<file path="config.mk">
export PLATFORM = sky130hd
export DESIGN_NAME = fp32_mul_seq
export DESIGN_NICKNAME = d
export VERILOG_FILES = /design/src/rtl/fp32_mul_seq.sv
export SDC_FILE = /design/constraint.sdc
export NUM_CORES = 1
export LEC_CHECK = 0
export ABC_CLOCK_PERIOD_IN_PS = 7100
export BUFFER_PORTS_ARGS = -buffer_cell sky130_fd_sc_hd__buf_2
export CORE_ASPECT_RATIO = 1.4
export CORE_MARGIN = 2
export CORE_UTILIZATION = 50
export CTS_CLUSTER_SIZE = 30
export DETAILED_ROUTE_END_ITERATION = 12
export PLACE_DENSITY = 0.69
export SLEW_MARGIN = 20
export SYNTH_ARGS = -nofsm -noshare
export SYNTH_HDL_FRONTEND = slang
export SYNTH_SLANG_ARGS = --single-unit
</file>
<file path="constraint.sdc">
create_clock -name clk -period 7.1 [get_ports clk]
set_clock_uncertainty 0.15 [all_clocks]
set_input_delay 1.065 -clock clk [delete_from_list [all_inputs] [get_ports clk]]
set_output_delay 1.065 -clock clk [all_outputs]
set_load 0.01 [all_outputs]
</file>
<file path="src/rtl/fp32_mul_seq.sv">
// fp32_mul_seq: multi-cycle IEEE-754 single-precision multiplier.
// Shift-add mantissa product (one step per cycle), normalise, RNE round, pack.
// Latency from accept edge to out_valid is a fixed 27 edges for every input:
// 24 shift-add edges, one MUL exit edge (counter reaches MUL_STEPS), NORM, ROUND.
module fp32_mul_seq #(
    parameter int unsigned MUL_STEPS = 24,
    parameter logic [31:0] QNAN      = 32'h7FC00000
) (
    input  logic        clk,
    input  logic        rst_n,
    input  logic        in_valid,
    output logic        in_ready,
    input  logic [31:0] op_a,
    input  logic [31:0] op_b,
    output logic        out_valid,
    input  logic        out_ready,
    output logic [31:0] result,
    output logic        busy
);

    localparam int unsigned MW = 24;   // mantissa width incl. hidden bit
    localparam int unsigned PW = 48;   // full product width
    localparam int unsigned CW = 5;    // step counter width
    localparam int unsigned EW = 10;   // signed exponent arithmetic width

    typedef enum logic [2:0] {
        S_IDLE  = 3'd0,
        S_MUL   = 3'd1,
        S_NORM  = 3'd2,
        S_ROUND = 3'd3,
        S_DONE  = 3'd4
    } state_t;

    state_t           state_q;
    logic             sign_q;
    logic [7:0]       ea_q, eb_q;
    logic [MW-1:0]    ma_q, mb_q;
    logic [PW-1:0]    acc_q;
    logic [CW-1:0]    cnt_q;
    logic             nan_q, inf_q, zero_q;
    logic [MW-2:0]    frac_q;
    logic             guard_q, sticky_q, exp_adj_q;
    logic             in_ready_q, out_valid_q, busy_q;
    logic [31:0]      result_q;

    // Operand classification taken straight from the input bus at accept time
    logic [7:0]       a_exp_c, b_exp_c;
    logic             a_nan_c, b_nan_c, a_inf_c, b_inf_c, a_zero_c, b_zero_c;

    always_comb begin
        a_exp_c  = op_a[30:23];
        b_exp_c  = op_b[30:23];
        a_nan_c  = (a_exp_c == 8'hFF) && (op_a[22:0] != 23'd0);
        b_nan_c  = (b_exp_c == 8'hFF) && (op_b[22:0] != 23'd0);
        a_inf_c  = (a_exp_c == 8'hFF) && (op_a[22:0] == 23'd0);
        b_inf_c  = (b_exp_c == 8'hFF) && (op_b[22:0] == 23'd0);
        a_zero_c = (a_exp_c == 8'd0);
        b_zero_c = (b_exp_c == 8'd0);
    end

    // One shift-add step: add multiplicand << cnt when multiplier bit[cnt] is set
    logic             mul_bit_d;
    logic [PW-1:0]    acc_d;

    always_comb begin
        mul_bit_d = 1'b0;
        if (cnt_q < CW'(MUL_STEPS)) begin
            mul_bit_d = mb_q[cnt_q];
        end
        acc_d = acc_q;
        if (mul_bit_d) begin
            acc_d = acc_q + (PW'(ma_q) << cnt_q);
        end
    end

    // Normalisation: select the 23-bit fraction, guard and sticky from the product
    logic [MW-2:0]    frac_d;
    logic             guard_d, sticky_d, exp_adj_d;

    always_comb begin
        if (acc_q[PW-1]) begin
            frac_d    = acc_q[46:24];
            guard_d   = acc_q[23];
            sticky_d  = |acc_q[22:0];
            exp_adj_d = 1'b1;
        end else begin
            frac_d    = acc_q[45:23];
            guard_d   = acc_q[22];
            sticky_d  = |acc_q[21:0];
            exp_adj_d = 1'b0;
        end
    end

    // Round-to-nearest-even, exponent computation and final packing
    logic                 round_up_d;
    logic [MW-1:0]        frac_sum_d;
    logic                 carry_d;
    logic signed [EW-1:0] exp_d;
    logic [31:0]          pack_d;

    always_comb begin
        round_up_d = guard_q & (sticky_q | frac_q[0]);
        frac_sum_d = {1'b0, frac_q} + MW'(round_up_d);
        carry_d    = frac_sum_d[MW-1];
        exp_d      = EW'(ea_q) + EW'(eb_q) + EW'(exp_adj_q) + EW'(carry_d) - EW'(127);

        if (nan_q || (inf_q && zero_q)) begin
            pack_d = QNAN;
        end else if (inf_q) begin
            pack_d = {sign_q, 8'hFF, 23'd0};
        end else if (zero_q) begin
            pack_d = {sign_q, 31'd0};
        end else if (exp_d >= 10'sd255) begin
            pack_d = {sign_q, 8'hFF, 23'd0};
        end else if (exp_d <= 10'sd0) begin
            pack_d = {sign_q, 31'd0};
        end else begin
            // A rounding carry leaves frac_sum_d[22:0] all zero, as required
            pack_d = {sign_q, exp_d[7:0], frac_sum_d[MW-2:0]};
        end
    end

    // Sequencer: state, datapath registers and registered handshake outputs
    always_ff @(posedge clk or negedge rst_n) begin
        if (!rst_n) begin
            state_q     <= S_IDLE;
            sign_q      <= 1'b0;
            ea_q        <= '0;
            eb_q        <= '0;
            ma_q        <= '0;
            mb_q        <= '0;
            acc_q       <= '0;
            cnt_q       <= '0;
            nan_q       <= 1'b0;
            inf_q       <= 1'b0;
            zero_q      <= 1'b0;
            frac_q      <= '0;
            guard_q     <= 1'b0;
            sticky_q    <= 1'b0;
            exp_adj_q   <= 1'b0;
            in_ready_q  <= 1'b1;
            out_valid_q <= 1'b0;
            busy_q      <= 1'b0;
            result_q    <= '0;
        end else begin
            case (state_q)
                S_IDLE: begin
                    if (in_valid && in_ready_q) begin
                        sign_q     <= op_a[31] ^ op_b[31];
                        ea_q       <= a_exp_c;
                        eb_q       <= b_exp_c;
                        ma_q       <= {1'b1, op_a[22:0]};
                        mb_q       <= {1'b1, op_b[22:0]};
                        nan_q      <= a_nan_c | b_nan_c;
                        inf_q      <= a_inf_c | b_inf_c;
                        zero_q     <= a_zero_c | b_zero_c;
                        acc_q      <= '0;
                        cnt_q      <= '0;
                        in_ready_q <= 1'b0;
                        busy_q     <= 1'b1;
                        state_q    <= S_MUL;
                    end
                end
                S_MUL: begin
                    if (cnt_q == CW'(MUL_STEPS)) begin
                        state_q <= S_NORM;
                    end else begin
                        acc_q <= acc_d;
                        cnt_q <= cnt_q + CW'(1);
                    end
                end
                S_NORM: begin
                    frac_q    <= frac_d;
                    guard_q   <= guard_d;
                    sticky_q  <= sticky_d;
                    exp_adj_q <= exp_adj_d;
                    state_q   <= S_ROUND;
                end
                S_ROUND: begin
                    result_q    <= pack_d;
                    out_valid_q <= 1'b1;
                    state_q     <= S_DONE;
                end
                S_DONE: begin
                    if (out_ready) begin
                        out_valid_q <= 1'b0;
                        in_ready_q  <= 1'b1;
                        busy_q      <= 1'b0;
                        state_q     <= S_IDLE;
                    end
                end
                default: begin
                    state_q <= S_IDLE;
                end
            endcase
        end
    end

    assign in_ready  = in_ready_q;
    assign out_valid = out_valid_q;
    assign result    = result_q;
    assign busy      = busy_q;

endmodule

</file>
==> impl_metrics.json <==
{
  "status": "finished, final reports clean",
  "die_w_um": 137,
  "overflow": 0,
  "seqPwrFrac_pct": 51.3,
  "ir_worst_vdd_v": 0.000173,
  "crit_chain": "buf_4, mux2i_1, nand2_1, and3_1, a21oi_1, mux2_2, nor2_1, ha_1, a2111oi_0, a21oi_1, o21ai_0, o211a_4, o41ai_4, a21boi_2, o21a_1, and4bb_2, or3_1",
  "setup_viol": 0,
  "cp.arrival_ps": 5780,
  "p_sw_mw": 0.450,
  "instances_no_fill": 1703,
  "p_clk_share_pct": 46.2,
  "area_growth_pct": 10.4,
  "syn_inst": 1319,
  "rsz0062_at_grt": "false",
  "synthFlopType": "dfrtp_1",
  "cp-startpoint": "cnt_q[1]",
  "fin_setup_tns_ps": 0,
  "synth_nets": 1456,
  "die_y_um": 190,
  "hpwlAfterDp_mm": 22.2,
  "avgSynthCellArea_um2": 9.40,
  "core_area_um2": 24500,
  "tritoncts": "built",
  "grt_pass1_wl_mm": 49.1,
  "clk_latency_ps": 450,
  "hold_viol": 0,
  "path_buf_inv": 1,
  "period_share_pct": 79.1,
  "drv_cap": 0,
  "syn-cell-area_um2": 12400,
  "slew_headroom_pct": 34.1,
  "synth.area.top_cells": "dfrtp_1 (37%), ha_1 (6.7%), mux2_2 (6.6%), mux2i_1 (4.4%), a21oi_1 (4.1%)",
  "synth_cell_types": 72,
  "internal-power_mw": 1.59,
  "fmax_mhz": 178,
  "crit_fanout": 23,
  "grt_max_degree": 107,
  "fillers": 2244,
  "yosysSeqAreaShare_pct": 37.1,
  "cts_hold_buf": 0,
  "final_net_count": 1512,
  "final_max_slew_viol_count": 0,
  "drt-initial-drc-count": 674,
  "drc": 0,
  "initial_core_util_pct": 50.6,
  "wl_per_cell_um": 17.4,
  "worst_slack_ps": 1490,
  "rows": 68,
  "clockBufferDepth": 2,
  "worstSetupEndpointType": "flip-flop",
  "synth_top_area_share_pct": 36.9,
  "place.gp.congestion": 0.952,
  "vias_per_cell": 5.93,
  "holdCritStartpoint": "result[19]",
  "startpoint_type": "flip-flop",
  "tightest_slew_ps": 963,
  "min_path_type": "flip-flop to flip-flop",
  "r2r_slack_ps": 1490,
  "yosysWarnings": 0,
  "fin_crit_ps": 5610,
  "cts_setup_buffers": 0,
  "required_ps": 7260,
  "cpLargestDelayFamily": "compound AO/OA/AOI/OAI gates",
  "utilization_pct": 55.9,
  "leakagePower_nw": 6.74,
  "ant_nets": 0,
  "pin_count": 103,
  "clockRootBuffer": "clkbuf_16",
  "async_flop_share_pct": 100,
  "vias": 10096,
  "die-area_um2": 26100,
  "io_buffers": 102,
  "diodes": 0,
  "slowest_stage": "dfrtp_1",
  "dp.cells": 1671,
  "clkSinkCount": 184,
  "r2r_end": "acc_q[40]",
  "synth_top_area_cell": "dfrtp_1",
  "antenna_found_initial": 0,
  "slowest_delay_ps": 870,
  "holdPathStages": 2,
  "multi_input_area_um2": 7420,
  "critical_path_class": "flip-flop to flip-flop",
  "drt-total-wl_mm": 29.6,
  "p_per_area_nw_per_um2": 149,
  "cts_resized": 0,
  "switching_share_pct": 22.0,
  "min_to": "result[19]",
  "cts_buffers": 17,
  "cp_common_cell": "a21oi_1",
  "grt_usage_pct": 23.6,
  "synth_seq_cells": 184,
  "h-tree-depth": 4,
  "worst_r2r_path_depth": 17,
  "first_pass_iters": 6,
  "place_ws_ps": 1650,
  "clkTransAtPathRegs_ps": 60,
  "synth-edff-count": 0,
  "regArea_um2": 4610,
  "grt_pass1_vias": 9835,
  "p_comb_share_pct": 2.5,
  "drive_gt1_share_pct": 17.9,
  "r2r-start": "cnt_q[1]"
}
==> worst max-delay path by stage <==
stage / slack [ps] / to / depth (start not counted)
2_1_floorplan: 2190 / acc_q[40] / 19
3_3_place_gp: 1730 / acc_q[40] / 17
3_5_place_dp: 1650 / acc_q[40] / 17
4_1_cts: 1620 / acc_q[40] / 17
5_1_grt: 1170 / acc_q[40] / 17
6_report: 1490 / acc_q[40] / 17
==> stage by stage <==
step | hold slack [ps] | power (mW) | area (um2)
after global routing | 358 | 2.11 | 13700
after global placement | 309 | 1.12 | 13100
after detailed placement | 317 | 1.12 | 13100
after CTS | 331 | 2.07 | 13700
final | 320 | 2.04 | 13700
after floorplan | 318 | 1.07 | 12400
==> kinds of logic after synthesis <==
logic type / synth area share [%]
buffers and inverters: 3.20
AND/OR/NAND/NOR: 15.0
flip-flops: 37.1
adder cells (fa/ha/maj): 7.14
multiplexers: 13.8
XOR/XNOR: 5.22
AO/OA/AOI/OAI: 18.5
==> power groups by stage <==
stage	registers (mW)	clock network (mW)	logic (mW)
finish	1.05	0.945	0.0507
detailed placement	1.07	0	0.0523
global route	1.05	1.01	0.0582
CTS	1.05	0.967	0.0524
global placement	1.07	0	0.0521
floorplan	1.07	0	0.00355
==> area by class of cell <==
class                      count  area share [%]
sequential                   184            33.6
clock buffer                  22            3.32
tap                          315            2.88
timing repair buffer         112            4.32
multi-input combinational   1031            54.2
clock inverter                10           0.877
inverter                      29           0.795
==> layer usage <==
layer | wire, um | global-route usage [%]
met1 | 12500 | 29.1
met2 | 15300 | 41.5
met3 | 914 | 3.40
met4 | 864 | 8.96
met5 | 0 | 0
==> cell usage after synthesis (33+ instances only) <==
cell type and instances:
xnor2_1 45, a21oi_1 102, nor2_1 107, o21ai_0 87
a22o_1 44, nand3_1 33, ha_1 66, nand2_1 121
mux2_2 73, clkbuf_1 60, mux2i_1 55, dfrtp_1 183
==> cells in the final DEF, fill, tap and decap left out, types with 5 or more instances in the layout <==
cell type	instances
a211oi_1	6
buf_4	10
mux4_2	15
nor2b_1	9
and3_1	15
nand2_1	121
o21ai_0	86
nand3_1	33
a31oi_1	15
a211o_1	5
o21a_1	10
ha_1	66
mux2_2	73
nand4_1	22
and4_1	6
nor2_1	107
nand2b_1	7
dfrtp_1	182
nor4_1	20
a21oi_1	102
xor2_1	29
clkbuf_16	17
inv_1	28
o31ai_1	5
nor3_1	13
buf_2	101
xnor2_1	45
and2_1	16
a21o_1	21
o22ai_1	14
a22o_1	44
mux2i_1	55
==> tightest hold or removal path, stage by stage (launching register included) <==
cell	delay [ps]
dfrtp_1	330
nand2_1	50
o21ai_0	60
==> sequential cells by signal, indices dropped and copies added (netlist names) <==
| signal | cells |
|---|---|
| zero_q | 1 |
| frac_q | 23 |
| inf_q | 1 |
| state_q | 3 |
| sticky_q | 1 |
| result | 32 |
| guard_q | 1 |
| exp_adj_q | 1 |
| mb_q | 23 |
| acc_q | 48 |
| sign_q | 1 |
| in_ready | 1 |
| cnt_q | 5 |
| eb_q | 8 |
| ma_q | 24 |
| ea_q | 8 |
| busy | 1 |
| nan_q | 1 |
| out_valid | 1 |
No activity file was read; power rests on OpenSTA's default activity.
